File: config.mk
export PLATFORM = sky130hd
export DESIGN_NAME = jt12_timer_regs
export DESIGN_NICKNAME = d
export VERILOG_FILES = /design/src/rtl/jt12_timer_regs.sv
export SDC_FILE = /design/constraint.sdc
export NUM_CORES = 1
export LEC_CHECK = 0
export BUFFER_PORTS_ARGS = -buffer_cell sky130_fd_sc_hd__buf_2
export CAP_MARGIN = 20
export CORE_UTILIZATION = 55
export CTS_CLUSTER_DIAMETER = 40
export DETAILED_ROUTE_END_ITERATION = 7
export HOLD_SLACK_MARGIN = 0.12
export PLACE_DENSITY = 0.94
export SETUP_SLACK_MARGIN = 0.15
export SYNTH_ARGS = -nofsm -noshare
export SYNTH_HDL_FRONTEND = slang
export SYNTH_SLANG_ARGS = --single-unit
File: constraint.sdc
create_clock -name clk -period 4.9 [get_ports clk]
set_input_delay 0.245 -clock clk [delete_from_list [all_inputs] [get_ports clk]]
set_output_delay 0.245 -clock clk [all_outputs]
set_load 0.03 [all_outputs]
File: src/rtl/jt12_timer_regs.sv
// CPU-side register front end for the FM timer pair.
// Decodes YM2612-style bus writes (address latch + data, part I/II) into the timer
// control registers 0x24..0x27, returns the status byte and generates write-busy.
// Optional CSM key-on generation is enabled by defining JT12_TREGS_CSM_EN; without it
// csm_keyon is tied low and no CSM logic is built.

module jt12_timer_regs #(
  parameter int unsigned BUSY_CYCLES = 32,
  parameter int unsigned BUSY_W      = 6
) (
  input  logic       clk,
  input  logic       rst_n,
  input  logic       clk_en,
  input  logic       cpu_cs_n,
  input  logic       cpu_wr_n,
  input  logic [1:0] cpu_addr,
  input  logic [7:0] cpu_din,
  output logic [7:0] cpu_dout,
  input  logic       flag_A,
  input  logic       flag_B,
  input  logic       overflow_A,
  output logic [9:0] value_A,
  output logic [7:0] value_B,
  output logic       load_A,
  output logic       load_B,
  output logic       clr_flag_A,
  output logic       clr_flag_B,
  output logic       enable_irq_A,
  output logic       enable_irq_B,
  output logic [1:0] ch3_mode,
  output logic       busy,
  output logic       csm_keyon
);

  localparam logic [BUSY_W-1:0] BusyLoad = BUSY_W'(BUSY_CYCLES);
  localparam logic [BUSY_W-1:0] BusyOne  = BUSY_W'(1);

  // Bus strobe edge detection
  logic wr_act;
  logic wr_q;
  logic wr_accept;
  logic addr_wr;
  logic data_wr;
  logic data_apply;

  // Address latch
  logic [7:0] reg_addr_q;
  logic       part_q;

  // Timer control registers
  logic [9:0] value_a_q;
  logic [7:0] value_b_q;
  logic       load_a_q;
  logic       load_b_q;
  logic       clr_a_q;
  logic       clr_b_q;
  logic       irq_a_q;
  logic       irq_b_q;
  logic [1:0] ch3_mode_q;

  // Busy window
  logic              busy_q;
  logic              busy_d;
  logic [BUSY_W-1:0] busy_cnt_q;
  logic [BUSY_W-1:0] busy_cnt_d;

  // Status byte
  logic [7:0] dout_q;

  assign wr_act    = ~cpu_cs_n & ~cpu_wr_n;
  // Only the first edge of a strobe counts; a held strobe never repeats the write.
  assign wr_accept = wr_act & ~wr_q;
  assign addr_wr   = wr_accept & ~cpu_addr[0];
  assign data_wr   = wr_accept & cpu_addr[0];
  // Timer registers live in part I only, at 0x24..0x27.
  assign data_apply = data_wr & ~cpu_addr[1] & ~part_q & (reg_addr_q[7:2] == 6'b001001);

  // Registered copy of the strobe for edge detection
  always_ff @(posedge clk or negedge rst_n) begin
    if (!rst_n) begin
      wr_q <= 1'b0;
    end else begin
      wr_q <= wr_act;
    end
  end

  // Address latch: even addresses select the register and the part
  always_ff @(posedge clk or negedge rst_n) begin
    if (!rst_n) begin
      reg_addr_q <= 8'h00;
      part_q     <= 1'b0;
    end else if (addr_wr) begin
      reg_addr_q <= cpu_din;
      part_q     <= cpu_addr[1];
    end
  end

  // Register file for 0x24..0x27; timers start held (load=1) out of reset
  always_ff @(posedge clk or negedge rst_n) begin
    if (!rst_n) begin
      value_a_q  <= 10'h000;
      value_b_q  <= 8'h00;
      load_a_q   <= 1'b1;
      load_b_q   <= 1'b1;
      irq_a_q    <= 1'b0;
      irq_b_q    <= 1'b0;
      ch3_mode_q <= 2'b00;
    end else if (data_apply) begin
      case (reg_addr_q[1:0])
        2'b00: value_a_q[9:2] <= cpu_din;
        2'b01: value_a_q[1:0] <= cpu_din[1:0];
        2'b10: value_b_q      <= cpu_din;
        default: begin
          ch3_mode_q <= cpu_din[7:6];
          irq_b_q    <= cpu_din[3];
          irq_a_q    <= cpu_din[2];
          load_b_q   <= ~cpu_din[1];
          load_a_q   <= ~cpu_din[0];
        end
      endcase
    end
  end

  // Flag-clear pulses last exactly one clock after the accepting edge
  always_ff @(posedge clk or negedge rst_n) begin
    if (!rst_n) begin
      clr_a_q <= 1'b0;
      clr_b_q <= 1'b0;
    end else begin
      clr_a_q <= data_apply & (reg_addr_q[1:0] == 2'b11) & cpu_din[4];
      clr_b_q <= data_apply & (reg_addr_q[1:0] == 2'b11) & cpu_din[5];
    end
  end

  // Busy next state: any data write (re)loads the window, even on the final tick
  always_comb begin
    busy_d     = busy_q;
    busy_cnt_d = busy_cnt_q;
    if (data_wr) begin
      busy_d     = 1'b1;
      busy_cnt_d = BusyLoad;
    end else if (clk_en && busy_q) begin
      if (busy_cnt_q <= BusyOne) begin
        busy_d     = 1'b0;
        busy_cnt_d = '0;
      end else begin
        busy_cnt_d = busy_cnt_q - BusyOne;
      end
    end
  end

  // Busy state register
  always_ff @(posedge clk or negedge rst_n) begin
    if (!rst_n) begin
      busy_q     <= 1'b0;
      busy_cnt_q <= '0;
    end else begin
      busy_q     <= busy_d;
      busy_cnt_q <= busy_cnt_d;
    end
  end

  // Status byte sampled every clock, so it lags busy/flags by one cycle
  always_ff @(posedge clk or negedge rst_n) begin
    if (!rst_n) begin
      dout_q <= 8'h00;
    end else begin
      dout_q <= {busy_q, 5'b00000, flag_B, flag_A};
    end
  end

`ifdef JT12_TREGS_CSM_EN
  logic csm_q;

  // CSM key-on: timer A overflow on an FM tick while channel 3 is in CSM mode
  always_ff @(posedge clk or negedge rst_n) begin
    if (!rst_n) begin
      csm_q <= 1'b0;
    end else begin
      csm_q <= clk_en & overflow_A & (ch3_mode_q == 2'b10);
    end
  end

  assign csm_keyon = csm_q;
`else
  logic unused_overflow_a;

  assign unused_overflow_a = overflow_A;
  assign csm_keyon         = 1'b0;
`endif

  assign cpu_dout     = dout_q;
  assign value_A      = value_a_q;
  assign value_B      = value_b_q;
  assign load_A       = load_a_q;
  assign load_B       = load_b_q;
  assign clr_flag_A   = clr_a_q;
  assign clr_flag_B   = clr_b_q;
  assign enable_irq_A = irq_a_q;
  assign enable_irq_B = irq_b_q;
  assign ch3_mode     = ch3_mode_q;
  assign busy         = busy_q;

endmodule

# ---- After elaboration in Yosys (flattened, before gate mapping)
# Cells that the tools add are included.
# W data, S select, Z words.
dict set report classes {
  eq_ne 4
  bitwise_logic 19
  order_cmp 1
  n_addsub 1
  muxes 6
  n_reduce_logical 10
}
# op count
set ops {}
lappend ops {{$mux W6} 3}
lappend ops {{$and A1 B1 Y1} 10}
lappend ops {{$reduce_and A2 Y1} 5}
lappend ops {{$not A1 Y1} 9}
lappend ops {{$eq A6 B4 Y1 const B} 1}
lappend ops {{$le A6 B1 Y1 const B} 1}
lappend ops {{$sub A6 B1 Y6 const B} 1}
lappend ops {{$eq A2 B2 Y1 const B} 2}
lappend ops {{$reduce_bool A2 Y1} 2}
lappend ops {{$mux W1} 3}
lappend ops {{$reduce_or A3 Y1} 1}
lappend ops {{$eq A2 B1 Y1 const B} 1}
lappend ops {{$logic_not A2 Y1} 1}
lappend ops {{$logic_and A1 B1 Y1} 1}
dict set report word_totals {
  wordCells 57
  in_bits 18
  regBits 46
}

# ---- Longest topological paths before layout
# Gate-level depths: netlist of the first run.
dict set report depth {
  depth_word 9
  ltp_mapped 5
  depth_no_buf 5
}

# ---- Least setup slack after synthesis of the first run
# OpenSTA, ideal clock, no wires.
dict set report synth_timing {
  path_kind {register to register}
  from {register busy_cnt_q[2]}
  to {register busy_q (netlist: busy)}
  setup_time_ps 118
  n_path_buf 0
  t_arrival_ps 1443
  stages_incl_launch_ff 4
  path_slack_ps 3339
  required_ps 4782
  period_less_slack_ps 1561
  path_cell_list {dfrtp_1 or3_4 or4b_1 a21o_1}
}
dict set report synth_between {
  elab_chain_cells 3
}
# item line
set synth_rtl {}
lappend synth_rtl {{start, declared} 64} ;# logic [BUSY_W-1:0] busy_cnt_q;
lappend synth_rtl {{start signal, assigned} 159} ;# busy_cnt_q <= busy_cnt_d;
lappend synth_rtl {{$le A6 B1 Y1} 143} ;# if (busy_cnt_q <= BusyOne) begin
lappend synth_rtl {{$reduce_bool A2 Y1 (no line)} --}
lappend synth_rtl {{$reduce_and A2 Y1 (no line)} --}
lappend synth_rtl {{end signal, assigned} 158} ;# busy_q <= busy_d;
lappend synth_rtl {{end, declared} 62} ;# logic busy_q;
# No other way between the ends.
# A chain may end at the register's enable or synchronous reset.

# ---- Worst setup path after layout of the first run
dict set report layout_timing {
  from {register wr_q}
  to {register value_b_q[7] (netlist: value_B[7])}
}
dict set report layout_between {
  elab_chain_cells 7
}
# item line
set layout_rtl {}
lappend layout_rtl {{start, declared} 40} ;# logic wr_q;
lappend layout_rtl {{start signal, assigned} 83} ;# wr_q <= wr_act;
lappend layout_rtl {{$not A1 Y1} 72} ;# assign wr_accept = wr_act & ~wr_q;
lappend layout_rtl {{$and A1 B1 Y1} 72}
lappend layout_rtl {{$and A1 B1 Y1} 74} ;# assign data_wr = wr_accept & cpu_addr[0];
lappend layout_rtl {{$and A1 B1 Y1 (3 in a row)} 76} ;# assign data_apply = data_wr & ~cpu_addr[1] & ~part_q & (reg_addr_q[7:2] == 6'b001001);
lappend layout_rtl {{$reduce_and A2 Y1 (no line)} --}
lappend layout_rtl {{end signal, assigned} 112} ;# 2'b10: value_b_q <= cpu_din;
lappend layout_rtl {{end, declared} 52} ;# logic [7:0] value_b_q;
# No other way between the ends.

==> results.sh, run 1 <==
export IMPL_overflow=0
export IMPL_fin_nets=216
export IMPL_peakVddDrop_uv=259
export IMPL_cts_buffers_inserted=5
export IMPL_critPathLaunchType="register"
export IMPL_dp_hpwl_mm=2.42
export IMPL_switchingPower_mw=0.280
export IMPL_ant_nets=0
export IMPL_crit_type="register to register"
export IMPL_design_die_area_um2=3900
export IMPL_syn_to_final_growth_pct=19.8
export IMPL_fillers=267
export IMPL_diodes=0
export IMPL_ios=54
export IMPL_layout_drive_gt1_share_pct=48.7
export IMPL_cts_resized=0
export IMPL_final_common_cell="buf_2"
export IMPL_seqPwrFrac_pct=53.2
export IMPL_grt_antenna_before_repair=0
export IMPL_arrival_ns=2.26
export IMPL_swShare_pct=30.8
export IMPL_syn_area_um2=2010
export IMPL_routed_wirelength_mm=3.39
export IMPL_final_cell_mix="46 x buf_2, 44 x dfrtp_1, 31 x mux2_2"
export IMPL_cap_violations=0
export IMPL_wl_per_cell_um=14.0
export IMPL_clk_pin_slew_ns=0.13
export IMPL_finalCritPeriodShare_pct=41.1
export IMPL_critical_path_startpoint="wr_q$_DFF_PN0_"
export IMPL_slew_headroom_pct=49.4
export IMPL_setup_tns_final_ns=0
export IMPL_hp_start="cpu_cs_n"
export IMPL_regArea_um2=1150
export IMPL_core_um2=3420
export IMPL_cts_root_buf="clkbuf_4"
export IMPL_powerDensity_nw_per_um2=376
export IMPL_min_period_ns=2.02
export IMPL_vias=1271
export IMPL_yosysSeqAreaShare_pct=57.3
export IMPL_htreeDepth=2
export IMPL_maxSlewViolCount=0
export IMPL_hold_violations=0
export IMPL_drc=0
export IMPL_fin_worst_skew_ns=0.0111
export IMPL_die_h_um=62.5
export IMPL_grt_max_degree=47
export IMPL_hp_class="input port to register"
export IMPL_rows=21
export IMPL_avgSynthCellArea_um2=14.5
export IMPL_power_leakage_nw=1.27
export IMPL_initial_core_util_pct=58.9
export IMPL_cp_required_ns=5.15
export IMPL_ys_seq_elements=46
export IMPL_worst_slew_pin_slew_ns=0.757
export IMPL_power_frac_comb_pct=22.6
export IMPL_dr_pass1_iters=4
export IMPL_gp_congestion=0.832
export IMPL_status="finished, final reports clean"
export IMPL_r2r_start="wr_q$_DFF_PN0_"
export IMPL_synth_cells=139
export IMPL_cts_path_max_buffers=2
export IMPL_cp_end_kind="register"
export IMPL_port_buffers=46
export IMPL_max_freq_mhz=496
export IMPL_p_clk_share_pct=24.2
export IMPL_yosysWarnings=0
export IMPL_drt_iter0_drc=67
export IMPL_rsz0062_at_grt="no"
export IMPL_hold_slack_ns=0.141
export IMPL_intPower_mw=0.627
export IMPL_cts_tree="done"
export IMPL_grt_pass1_vias=1295
export IMPL_grt_first_pass_wirelength_mm=6.08
export IMPL_cts_sinks=46
export IMPL_fp_dieW_um=62.5
export IMPL_clock_latency_ns=0.35
export IMPL_multi_input_area_um2=798
export IMPL_grt_util_all_layers_pct=20.2
export IMPL_path_max_fanout=12
export IMPL_via_per_inst=5.23
export IMPL_yosys_cell_types_count=33
export IMPL_setup_viol=0
## layout make-up
class	instances	area share [%]
Inverter	6	0.934
Sequential cell	46	47.8
Clock inverter	2	1.56
Multi-Input combinational cell	85	33.1
Tap cell	46	2.39
Clock buffer	6	1.71
Timing Repair Buffer	52	12.5
## synthesized netlist by cell type (all sizes together)
cell type,count,share of area [%]
nor4bb,1,0.50
mux2,31,17
nor4b,3,3.5
nand4bb,1,0.56
dfrtp,44,55
ha,2,1.2
dfstp,2,2.6
a211o,1,0.44
nor3,1,0.25
mux2i,2,1.0
or4b,1,0.50
o31ai,1,0.37
nand4,4,2.6
o311ai,3,1.3
inv,6,1.1
nor4,1,1.1
and2,4,1.2
and4,1,0.50
nor2,4,0.75
o41ai,1,0.44
nand2,5,0.93
nor2b,2,0.62
buf,7,2.8
a21oi,5,1.2
a21o,1,0.37
conb,1,0.19
and4b,1,0.50
or3,1,0.56
o2111ai,1,0.44
nand3,1,0.25
## layer usage
layer,track usage [%],routed length [um],vias to the layer above
met5,0,0,-
met4,8.14,44,0
met3,4.20,138,7
met2,32.1,1750,33
met1,27.1,1460,622
li1,-,-,609
## power groups by stage
stage | clock, mW | sequential, mW | combinational (mW)
6_report | 0.219 | 0.483 | 0.205
5_1_grt | 0.241 | 0.494 | 0.229
2_1_floorplan | 0 | 0.501 | 0.131
3_5_place_dp | 0 | 0.491 | 0.203
3_3_place_gp | 0 | 0.487 | 0.193
4_1_cts | 0.224 | 0.483 | 0.206
## registers in the layout, summed over array words and instances, names as in the netlist, 2 cells and up
signal      count
busy_cnt_q      6
ch3_mode        2
cpu_dout        3
reg_addr_q      8
value_A        10
value_B         8
## what timing repair did
item,in CTS,in global routing
hold buffers,5,0
hold endpoints to repair,48,0
buffers inserted,0,0
## cell families (layout without fill, tap and decap cells)
logic type	count (synthesis)	in the layout	share of synthesized area, %
buffers and inverters	13	66	3.92
flip-flops	46	46	57.3
multiplexers	33	33	18.3
AO/OA/AOI/OAI	13	13	4.60
other	1	6	0.186
adder cells (fa/ha/maj)	2	2	1.24
AND/OR/NAND/NOR	31	31	14.4
## final timing paths
| check | to | slack [ns] | depth (start not counted) |
|---|---|---|---|
| setup / recovery | value_B[7]$_DFFE_PN0P_ | 2.88 | 3 |
| hold / removal | wr_q$_DFF_PN0_ | 0.14 | 2 |
| setup reg to reg | value_B[7]$_DFFE_PN0P_ | 2.88 | 3 |
| hold reg to reg | load_A$_DFFE_PN1P_ | 0.48 | 2 |
| max in group asynchronous | load_B$_DFFE_PN1P_ | 4.17 | 3 |
| min in group asynchronous | busy_cnt_q[1]$_DFFE_PN0P_ | 0.25 | 2 |
## critical path, stage by stage (launching register included)
cell and delay (ns):
dfrtp_1 0.45, nor4b_4 0.66, nand4_2 0.42, mux2_2 0.39
## metrics by stage
stage                     power [mW]  setup WS [ns]  utilization (%)  instance area [um2]  cells
after detailed placement       0.694           2.83             66.2                 2260    229
after CTS                      0.913           2.86             70.0                 2390    242
after global placement         0.680           2.90             66.2                 2260    229
final                          0.907           2.88             70.6                 2410    243
after global routing           0.964           2.75             70.6                 2410    243
after floorplan                0.632           3.34                -                 2030    144
Note: power is estimated with default switching activity, not from simulation.
==> inputs of run 2 (changes only) <==
CORE_UTILIZATION = 51   (was 55)
PLACE_DENSITY = 0.89   (was 0.94)
clock period = 2.05 ns   (was 4.9 ns; I/O delays follow)
==> run 2 against run 1 <==
Clock-buffer cell count fell by 1. Core utilization fell by 2.3 points. Total power rose to 2.5 times the previous value. First-iteration DRC count fell by 16%. Clock skew fell by 0.0061 ns. Sequential share of layout area fell by 2.4 points. Setup slack got worse by 2.7 ns. Sequential power rose by 140%. Cell count rose by 5.3%. Non-clock buffer count rose by 11. Critical path depth rose by 2. Die area rose by 7.6%. Critical endpoint is now value_B[2]$_DFFE_PN0P_. Largest cell class unchanged. Largest power group unchanged.
==> results.sh, run 2 (same netlist as run 1, synthesis figures left out) <==
export IMPL_via_per_inst=5.25
export IMPL_die_h_um=64.8
export IMPL_fp_dieW_um=64.8
export IMPL_powerDensity_nw_per_um2=909
export IMPL_peakVddDrop_uv=621
export IMPL_dr_pass1_iters=5
export IMPL_power_leakage_nw=1.34
export IMPL_swShare_pct=30.2
export IMPL_cp_required_ns=2.23
export IMPL_grt_first_pass_wirelength_mm=6.38
export IMPL_setup_tns_final_ns=0
export IMPL_ios=54
export IMPL_status="finished, final reports clean"
export IMPL_min_period_ns=1.87
export IMPL_cts_root_buf="clkbuf_8"
export IMPL_crit_type="input port to register"
export IMPL_cts_path_max_buffers=2
export IMPL_finalCritPeriodShare_pct=91.3
export IMPL_overflow=0
export IMPL_rows=22
export IMPL_arrival_ns=2.05
export IMPL_cts_buffers_inserted=5
export IMPL_grt_antenna_before_repair=0
export IMPL_hp_class="input port to register"
export IMPL_htreeDepth=2
export IMPL_maxSlewViolCount=0
export IMPL_grt_util_all_layers_pct=20.4
export IMPL_max_freq_mhz=534
export IMPL_grt_pass1_vias=1377
export IMPL_routed_wirelength_mm=3.81
export IMPL_path_max_fanout=8
export IMPL_initial_core_util_pct=54.1
export IMPL_rsz0062_at_grt="yes"
export IMPL_ant_nets=0
export IMPL_drc=0
export IMPL_switchingPower_mw=0.696
export IMPL_post_cts_buffers=0
export IMPL_fin_worst_skew_ns=0.00492
export IMPL_hold_violations=0
export IMPL_post_dp_cell_area_um2=2290
export IMPL_cts_sinks=46
export IMPL_slew_headroom_pct=59.3
export IMPL_fin_nets=227
export IMPL_intPower_mw=1.61
export IMPL_port_buffers=46
export IMPL_grt_max_degree=25
export IMPL_diodes=0
export IMPL_clk_pin_slew_ns=0.08
export IMPL_design_die_area_um2=4200
export IMPL_fin_util_pct=68.2
export IMPL_largest_reg_flops=10
export IMPL_cts_tree="done"
export IMPL_final_common_cell="buf_2"
export IMPL_cp_end_kind="register"
export IMPL_clock_latency_ns=0.29
export IMPL_drt_iter0_drc=56
export IMPL_worst_slew_pin_slew_ns=0.605
export IMPL_dp_hpwl_mm=2.71
export IMPL_fillers=287
export IMPL_power_frac_comb_pct=21.9
export IMPL_wl_per_cell_um=14.9
export IMPL_cap_violations=0
export IMPL_setup_viol=0
export IMPL_critPathLaunchType="input port"
export IMPL_gp_congestion=0.806
export IMPL_core_um2=3720
export IMPL_fin_area_um2=2540
export IMPL_final_cell_mix="46 x buf_2, 44 x dfrtp_1, 31 x mux2_2"
export IMPL_p_clk_share_pct=28.0
export IMPL_vias=1343
export IMPL_seqPwrFrac_pct=50.1
export IMPL_syn_to_final_growth_pct=26.1
export IMPL_layout_drive_gt1_share_pct=47.6
-- run 2: final timing paths --
check	cells after the start	start	to	slack [ns]
min reg2reg	2	load_A$_DFFE_PN1P_	load_A$_DFFE_PN1P_	0.48
max	5	cpu_addr[1]	value_B[2]$_DFFE_PN0P_	0.18
max in group asynchronous	3	rst_n	value_B[5]$_DFFE_PN0P_	1.19
min in group asynchronous	2	rst_n	cpu_dout[1]$_DFF_PN0_	0.31
min	4	clk_en	busy_cnt_q[1]$_DFFE_PN0P_	0.20
max reg2reg	3	part_q$_DFFE_PN0P_	value_B[2]$_DFFE_PN0P_	0.28
-- run 2: per-stage QoR --
stage          hold WS [ns]  worst slack (ns)  power, mW  cells
2_1_floorplan        -0.193             0.489       1.51    144
4_1_cts               0.196             0.186       2.32    256
5_1_grt               0.221            0.0842       2.44    256
3_3_place_gp         0.0962             0.313       1.63    234
3_5_place_dp         0.0993             0.241       1.66    234
6_report              0.199             0.177       2.31    256
-- run 2: worst max-delay path, cell delays in order --
cell and delay, ns:
dlygate4sd3_1 0.55, buf_2 0.15, nor4b_4 0.47, nand4_2 0.39
mux2_2 0.39
-- run 2: timing repair --
| action | 4_1_cts | 5_1_grt |
|---|---|---|
| endpoints found under the setup margin | 0 | 16 |
| hold endpoints to repair | 54 | 0 |
| gates resized for setup | 0 | 0 |
| hold buffers | 14 | 0 |
-- run 2: routing by layer --
layer | up-vias | GRT usage [%] | wire [um]
met5 | - | 0 | 0
met4 | 0 | 5.28 | 16
met3 | 2 | 5.11 | 166
met2 | 37 | 34.9 | 1990
met1 | 672 | 25.7 | 1640
li1 | 632 | - | -
-- run 2: power groups by stage --
stage          Combinational (mW)  Sequential [mW]  Clock [mW]
5_1_grt                     0.558             1.18       0.704
6_report                    0.505             1.16       0.644
3_5_place_dp                0.484             1.17           0
3_3_place_gp                0.469             1.16           0
4_1_cts                     0.504             1.15       0.658
2_1_floorplan               0.313             1.20           0
-- run 2: cell type report --
type                       count  area (um2)  share of cell area [%]
sequential                    46        1150                    45.5
clock inverter                 3        40.0                    1.58
clock buffer                   5        68.8                    2.71
inverter                       6        22.5                   0.888
multi-input combinational     85         798                    31.5
tap                           48        60.1                    2.37
timing repair buffer          63         393                    15.5
==> inputs of run 3 (changes only) <==
MAX_ROUTING_LAYER = met4   (was unset)
==> run 3 against run 2 <==
Combinational power about the same. Die area unchanged. Core utilization unchanged. First-iteration DRC count up 11%. Maximum frequency about the same. Critical endpoint unchanged. Largest cell class unchanged.
==> results.sh, run 3 (same netlist as run 1, synthesis figures left out) <==
export IMPL_ant_nets=0
export IMPL_max_freq_mhz=534
export IMPL_ios=54
export IMPL_maxSlewViolCount=0
export IMPL_worst_slew_pin_slew_ns=0.605
export IMPL_design_die_area_um2=4200
export IMPL_die_h_um=64.8
export IMPL_clk_pin_slew_ns=0.08
export IMPL_rows=22
export IMPL_dr_pass1_iters=5
export IMPL_cap_violations=0
export IMPL_cts_buffers_inserted=5
export IMPL_routed_wirelength_mm=3.81
export IMPL_power_leakage_nw=1.34
export IMPL_syn_to_final_growth_pct=26.1
export IMPL_cts_root_buf="clkbuf_8"
export IMPL_core_um2=3720
export IMPL_grt_max_degree=25
export IMPL_status="finished, final reports clean"
export IMPL_clock_latency_ns=0.29
export IMPL_fin_worst_skew_ns=0.00492
export IMPL_wl_per_cell_um=14.9
export IMPL_grt_util_all_layers_pct=21.0
export IMPL_gp_congestion=0.817
export IMPL_fin_nets=227
export IMPL_cts_tree="done"
export IMPL_peakVddDrop_uv=621
export IMPL_drt_iter0_drc=62
export IMPL_grt_antenna_before_repair=0
export IMPL_cp_required_ns=2.23
export IMPL_via_per_inst=5.25
export IMPL_final_cell_mix="46 x buf_2, 44 x dfrtp_1, 31 x mux2_2"
export IMPL_powerDensity_nw_per_um2=909
export IMPL_pre_cts_slack_ns=0.241
export IMPL_cp_end_kind="register"
export IMPL_slew_headroom_pct=59.3
export IMPL_hp_class="input port to register"
export IMPL_port_buffers=46
export IMPL_fillers=287
export IMPL_htreeDepth=2
export IMPL_diodes=0
export IMPL_drc=0
export IMPL_crit_type="input port to register"
export IMPL_fp_dieW_um=64.8
export IMPL_setup_tns_final_ns=0
export IMPL_hold_violations=0
export IMPL_final_common_cell="buf_2"
export IMPL_grt_pass1_vias=1377
export IMPL_cts_path_max_buffers=2
export IMPL_initial_core_util_pct=54.1
export IMPL_vias=1343
export IMPL_overflow=0
export IMPL_timing_final_ws_setup_ns=0.178
export IMPL_critPathLaunchType="input port"
export IMPL_path_max_fanout=8
export IMPL_min_period_ns=1.87
export IMPL_grt_first_pass_wirelength_mm=6.38
export IMPL_dp_hpwl_mm=2.71
export IMPL_rsz0062_at_grt="yes"
export IMPL_setup_viol=0
export IMPL_layout_drive_gt1_share_pct=47.6
export IMPL_finalCritPeriodShare_pct=91.3
export IMPL_arrival_ns=2.05
export IMPL_cts_sinks=46
export IMPL_cts_resized=0
export IMPL_largest_reg_flops=10
==> run 3: final cells by class <==
| class | count | area, um2 | area share (%) |
|---|---|---|---|
| clock inverter | 3 | 40.0 | 1.58 |
| timing repair buffer | 63 | 393 | 15.5 |
| sequential | 46 | 1150 | 45.5 |
| tap | 48 | 60.1 | 2.37 |
| multi-input combinational | 85 | 798 | 31.5 |
| clock buffer | 5 | 68.8 | 2.71 |
| inverter | 6 | 22.5 | 0.888 |
==> run 3: critical path: stages <==
cell and delay [ns]:
dlygate4sd3_1 0.55, buf_2 0.15, nor4b_4 0.47, nand4_2 0.39
mux2_2 0.39
==> run 3: metal layers <==
| metal | track usage (%) | share of wire (%) | vias up | wire length, um |
|---|---|---|---|---|
| li1 | - | - | 632 | - |
| met5 | - | 0 | - | 0 |
| met4 | 5.28 | 0.42 | 0 | 16 |
| met3 | 4.75 | 4.0 | 2 | 154 |
| met2 | 34.9 | 52 | 37 | 1990 |
| met1 | 26.0 | 43 | 672 | 1650 |
==> run 3: per-stage QoR <==
step | util [%] | cells | area (um2) | total power [mW] | hold slack (ns)
CTS | 68.2 | 256 | 2540 | 2.32 | 0.196
finish | 68.2 | 256 | 2540 | 2.31 | 0.199
global route | 68.2 | 256 | 2540 | 2.44 | 0.221
floorplan | - | 144 | 2030 | 1.51 | -0.193
detailed placement | 61.5 | 234 | 2290 | 1.66 | 0.0993
global placement | 61.5 | 234 | 2290 | 1.63 | 0.0962
==> run 3: power by group <==
| group | switching (mW) | total [mW] | internal, mW |
|---|---|---|---|
| combinational | 0.278 | 0.505 | 0.227 |
| clock | 0.286 | 0.645 | 0.359 |
| sequential | 0.133 | 1.16 | 1.02 |
==> run 3: path summary, 6_finish.rpt <==
path	from	endpoint	slack, ns	depth (start not counted)
max in group asynchronous	rst_n	value_B[5]$_DFFE_PN0P_	1.19	3
min in group asynchronous	rst_n	cpu_dout[1]$_DFF_PN0_	0.31	2
hold reg to reg	load_A$_DFFE_PN1P_	load_A$_DFFE_PN1P_	0.48	2
hold / removal	clk_en	busy_cnt_q[1]$_DFFE_PN0P_	0.20	4
setup / recovery	cpu_addr[1]	value_B[2]$_DFFE_PN0P_	0.18	5
setup reg to reg	part_q$_DFFE_PN0P_	value_B[2]$_DFFE_PN0P_	0.28	3
==> run 3: timing repair <==
action | 4_1_cts | 5_1_grt
hold buffers | 14 | 0
setup buffers | 0 | 0
endpoints found under the hold margin | 54 | 0
setup endpoints to repair | 0 | 16
